### src/rtl/delay_pipe.sv
// Multi-lane, valid-tracked delay line with runtime-selectable tap (0..MAX_LATENCY),
// clock-enable stall, synchronous flush and an in-flight occupancy flag.
module delay_pipe #(
  parameter int MAX_LATENCY = 8,
  parameter int DATA_WIDTH  = 32,
  parameter int CHANNELS    = 1,
  parameter int LAT_WIDTH   = 4,
  parameter int GATE_DATA   = 0
) (
  input  logic                           clkIn,
  input  logic                           rstIn,
  input  logic                           enIn,
  input  logic                           flushIn,
  input  logic [LAT_WIDTH-1:0]           latencyIn,
  input  logic                           validIn,
  input  logic [CHANNELS*DATA_WIDTH-1:0] dataIn,
  output logic                           validOut,
  output logic [CHANNELS*DATA_WIDTH-1:0] dataOut,
  output logic                           busyOut
);

  localparam int                   W       = CHANNELS * DATA_WIDTH;
  localparam logic [LAT_WIDTH-1:0] MAX_LAT = LAT_WIDTH'(MAX_LATENCY);

  logic [MAX_LATENCY-1:0]        vld_q, vld_d;
  logic [MAX_LATENCY-1:0][W-1:0] data_q, data_d;
  logic [LAT_WIDTH-1:0]          leff;
  logic                          tap_vld;
  logic [W-1:0]                  tap_data;
  logic                          busy;

  function automatic logic [LAT_WIDTH-1:0] clamp_lat(input logic [LAT_WIDTH-1:0] lat);
    return (lat > MAX_LAT) ? MAX_LAT : lat;
  endfunction

  function automatic logic [W-1:0] gate_data(input logic vld, input logic [W-1:0] d);
    return ((GATE_DATA != 0) && !vld) ? '0 : d;
  endfunction

  // Stage update: flush clears valid only and freezes data; advance shifts both.
  always_comb begin
    vld_d  = vld_q;
    data_d = data_q;
    if (flushIn) begin
      vld_d = '0;
    end else if (enIn) begin
      vld_d[0]  = validIn;
      data_d[0] = dataIn;
      for (int k = 1; k < MAX_LATENCY; k++) begin
        vld_d[k]  = vld_q[k-1];
        data_d[k] = data_q[k-1];
      end
    end
  end

  always_ff @(posedge clkIn) begin
    if (!rstIn) begin
      vld_q  <= '0;
      data_q <= '0;
    end else begin
      vld_q  <= vld_d;
      data_q <= data_d;
    end
  end

  // Output tap: latency 0 bypasses storage entirely, so enIn/flushIn never touch it.
  always_comb begin
    leff     = clamp_lat(latencyIn);
    tap_vld  = validIn;
    tap_data = dataIn;
    busy     = 1'b0;
    for (int k = 0; k < MAX_LATENCY; k++) begin
      if (leff == LAT_WIDTH'(k + 1)) begin
        tap_vld  = vld_q[k];
        tap_data = data_q[k];
      end
      if (LAT_WIDTH'(k) < leff) begin
        busy = busy | vld_q[k];
      end
    end
    validOut = tap_vld;
    dataOut  = gate_data(tap_vld, tap_data);
    busyOut  = busy;
  end

endmodule

### config.mk
export PLATFORM = sky130hd
export DESIGN_NAME = delay_pipe
export DESIGN_NICKNAME = d
export VERILOG_FILES = /design/src/rtl/delay_pipe.sv
export SDC_FILE = /design/constraint.sdc
export NUM_CORES = 1
export LEC_CHECK = 0
export CAP_MARGIN = 20
export CORE_MARGIN = 2
export CORE_UTILIZATION = 50
export CTS_CLUSTER_SIZE = 28
export DETAILED_ROUTE_END_ITERATION = 6
export GPL_ROUTABILITY_DRIVEN = 0
export PLACE_DENSITY_LB_ADDON = 0.12
export SLEW_MARGIN = 0
export SYNTH_ARGS = -nofsm -noshare
export SYNTH_HDL_FRONTEND = slang
export SYNTH_SLANG_ARGS = --single-unit
### constraint.sdc
create_clock -name clkIn -period 1.8 [get_ports clkIn]
set_clock_uncertainty 0.15 [all_clocks]
set_input_delay 0.36 -clock clkIn [delete_from_list [all_inputs] [get_ports clkIn]]
set_output_delay 0.36 -clock clkIn [all_outputs]
set_load 0.005 [all_outputs]
==> Word level (Yosys, flattened, before mapping) <==
Index checks and enable logic that the tools add are counted.
W data, S select, Z words.
{ "word_totals": {"ff_bits": 264, "in_bits": 41, "output_inout_bits": 34, "elab_cells": 62} }
{ "classes": {"n_lt_le_gt_ge": 9, "n_eq_ne": 8, "mux": 25, "bitwise_logic": 9, "n_reduce_logical": 2} }
{ "op_table": {"columns": ["cell", "n"], "rows": [
  ["$mux W32", 8],
  ["$eq A4 B3 Y1 const B", 4],
  ["$lt A3 B4 Y1 const A", 4],
  ["$mux W1", 16],
  ["$eq A4 B2 Y1 const B", 2],
  ["$lt A1 B4 Y1 const A", 2],
  ["$lt A2 B4 Y1 const A", 2],
  ["$or A1 B1 Y1", 7],
  ["$eq A4 B1 Y1 const B", 1],
  ["$eq A4 B4 Y1 const B", 1],
  ["$gt A4 B4 Y1 const B", 1],
  ["$mux W4", 1],
  ["$not A1 Y1", 2],
  ["$reduce_and A2 Y1", 1],
  ["$reduce_or A2 Y1", 1]
]} }

==> Longest topological paths before layout <==
{ "logic_depth": {"word_depth": 18, "depth_mapped": 7, "mapped_depth_nobuf": 4} }

==> Worst setup path before layout <==
OpenSTA, ideal clock, no wires.
{ "synth_timing": {"path_type": "in2out", "from": "in latencyIn[1]", "to": "out dataOut[18]", "arrival_ps": 1502, "required_time_ps": 1290, "setup_slack_ps": -212, "cell_stages": 7, "path_buffers": 3, "cell_sequence": "buf_2 buf_6 buf_4 mux2_2 o22ai_1 a21oi_1 and2_1"} }
{ "synth_between": {"elab_chain_len": 11, "word_cells_on_any_way": 18, "cone_classes": "order compare (1); eq/ne (8); mux (9)"} }
{ "synth_rtl": {"columns": ["element", "line_no", "source"], "rows": [
  ["start: declaration", "14", "input logic [LAT_WIDTH-1:0] latencyIn,"],
  ["$gt A4 B4 Y1", "33", "return (lat > MAX_LAT) ? MAX_LAT : lat;"],
  ["$mux W4 *", "33", null],
  ["$eq A4 B1 Y1", "73", "if (leff == LAT_WIDTH'(k + 1)) begin"],
  ["$mux W32 (7 in a row)", "73", null],
  ["$mux W32 *", "73", null],
  ["end: declaration", "18", "output logic [CHANNELS*DATA_WIDTH-1:0] dataOut,"]
]} }
Mark *: on every way between the ends. The rest lies on a longest branch, timed or not.

==> Final worst setup path <==
{ "layout_timing": {"from": "reg data_q[128] (netlist bit)", "to": "out dataOut[0]"} }
{ "layout_between": {"elab_chain_len": 4} }
{ "layout_rtl": {"columns": ["element", "line_no", "source"], "rows": [
  ["start: declaration", "26", "logic [MAX_LATENCY-1:0][W-1:0] data_q, data_d;"],
  ["start signal: assignment", "62", "data_q <= data_d;"],
  ["$mux W32 (4 in a row)", "73", null]
]} }
Every way passes these cells.

==> flow_summary.yaml <==
status:
  status: "complete, but fails checks"
  violations: "negative setup slack"
job:
  max-cap-violations: 0
sta:
  hold_viol: 0
  setup_viol: 34
  slew_violations: 0
  setup_tns_ps: -14480
  fmax_mhz: 416.0
  period_share: 1.336
  worst_pin_slew_ps: 311.7
  rsz0062_at_grt: "true"
  finalCriticalPeriod_ps: 2404
  setup_slack_ps: -604.0
  holdWs_ps: 8.352
  slew_headroom: 0.7922
synth:
  syn_area_sq_um: 12510
  synthFlopType: "dfxtp_1"
  synthesis.nets: 1565
  ys_warn_count: 0
  syn_inst: 1524
  synth-seq-cells: 264
  synth_edf_count: 0
  synth_common_cells: "515 x nand2_1, 264 x dfxtp_1, 213 x a21boi_0"
  synth_async_sr_flop_share: 0
  synth_top_area_cell: "dfxtp_1"
  synth_cell_types: 40
  synthTopCellsByArea: "dfxtp_1 42%, nand2_1 15%, a21boi_0 13%"
  synth_most_common_cell: "nand2_1"
  yosysSeqAreaShare: 0.4226
  avgSynthCellArea_sq_um: 8.207
  synth.top_cell.area_share: 0.4226
drt:
  drc: 0
  wl_microns: 37790
  route.met3.wl_microns: 1974
  routed-wl-met2_microns: 18150
  firstDrtPassIters: 5
  vias_per_cell: 5.623
  wl_met1_microns: 16810
  highest_layer: "met4"
  drt-initial-drc-count: 860
  postRouteAntennaNets: 0
  avgRoutedWirePerCell_microns: 17.77
  vias: 11950
critical_path:
  ff2ff_path_depth: 4
  crit_required_ps: 1290
  start_kind: "flop"
  r2r_end: "data_q[217]"
  critical_path_class: "flop to output pin"
  cp.arrival_ps: 1890
  rrSetupSlack_ps: 740
  r2r_start: "data_q[185]"
  endpoint_kind: "output pin"
  crit_fanout: 2
cts:
  cts_tree: "done"
  cts_sinks: 264
  numCtsBuffers: 29
  clkSlewWorstSetupHoldPaths_ps: 60
  root_buffer: "clkbuf_16"
  cts_hold_buf: 0
  h-tree-depth: 1
  clock_path_buffers: 3
  clock_latency_ps: 550
global_routing:
  grt_pass1_wl_microns: 60780
  grt_remaining_overflow: 0
  grt_max_degree: 74
  antenna_found_initial: 1
  grt_pass1_vias: 11800
  gr-usage-all-layers: 0.2833
finish:
  final_core_util: 0.7053
  fill_cells: 1918
  final_cell_area_sq_um: 17250
  ff_latch_area_sq_um: 5331
  areaGrowthSynthToFinish_pct: 37.95
  multi_input_area_sq_um: 7117
  drive_gt1_frac: 0.2959
  num-nets-final: 1820
  stdcell_count: 2126
place:
  pre_cts_ws_ps: -1152
  port_buffers: 74
  placed_cells: 2043
  dpl-instance-area_sq_um: 15460
  hpwl_microns: 24190
worst_hold_path:
  hp-start: "rstIn"
  whs_path_depth: 2
  hold_end: "data_q[68]"
  min_path_type: "primary input to flop"
power:
  finalPower_mw: 14.03
  total_leakage_power_nw: 6.563
  power_density_nw_per_um2: 813.3
  irDropWorstVdd_v: 0.0005828
floorplanning:
  fp.dieH_microns: 162.2
  dieArea_sq_um: 26300
  die_w_microns: 162.2
  start_util: 0.5113
  io_pins: 75
  core_sq_um: 24460
  rows: 57
-- metal layers --
| metal | vias to the layer above | track usage |
|---|---|---|
| met5 | - | 0 |
| met4 | 0 | 0.07924 |
| met3 | 65 | 0.03192 |
| met2 | 310 | 0.4787 |
| met1 | 5745 | 0.3846 |
| li1 | 5834 | - |
-- cell type report --
class,instances,area share
Antenna cell,1,0.0001450
Clock buffer,42,0.05011
Clock inverter,11,0.009138
Inverter,2,0.0004351
Multi-Input combinational cell,1115,0.4125
Sequential cell,264,0.3090
Tap cell,324,0.02350
Timing Repair Buffer,367,0.1952
-- timing repair --
action,4_1_cts,5_1_grt
pin swaps,92,57
setup buffers,22,7
cloned,2,1
setup endpoints to repair,34,34
gates resized for setup,263,33
-- worst max-delay path by stage --
stage | start | end | slack [ps] | cells after the start
floorplan | latencyIn[2] | dataOut[16] | -170 | 7
global placement | latencyIn[3] | dataOut[13] | -1140 | 8
detailed placement | latencyIn[3] | dataOut[19] | -1150 | 8
CTS | data_q[64] | dataOut[0] | -590 | 5
global route | data_q[128] | dataOut[0] | -640 | 5
finish | data_q[128] | dataOut[0] | -600 | 5
-- sequential cells by signal, indices dropped and copies added, names as in the netlist --
signal  count
data_q    256
vld_q       8
-- power by group --
| group | switching (mW) | total (mW) | internal [mW] |
|---|---|---|---|
| logic | 0.925 | 1.77 | 0.846 |
| clock network | 2.45 | 6.33 | 3.88 |
| registers | 0.0368 | 5.93 | 5.89 |
-- layout by cell type (no fill, tap or decap), types with 21 or more instances in the layout --
cell type,n
nand2_1,515
buf_4,235
dfxtp_1,227
a21boi_0,213
a21boi_1,43
dfxtp_2,37
buf_12,37
clkdlybuf4s50_1,35
buf_2,35
a221oi_2,30
clkbuf_16,30
nor2_1,29
nand2b_1,22
buf_6,21
-- cells by family after synthesis --
kind of cell	Yosys count	share of synthesized area
and+or+nand+nor	598	0.1906
DFF	264	0.4226
AOI/OAI and AO/OA	495	0.3135
muxes	22	0.01901
buffers and inverters	145	0.05432
-- critical path, stage by stage, from the launching register on --
cell      delay [ps]
dfxtp_1          330
a22o_1           220
a221o_1          340
a221oi_2         220
nor2_2            90
buf_2            140
No activity file was read; power rests on OpenSTA's default activity.
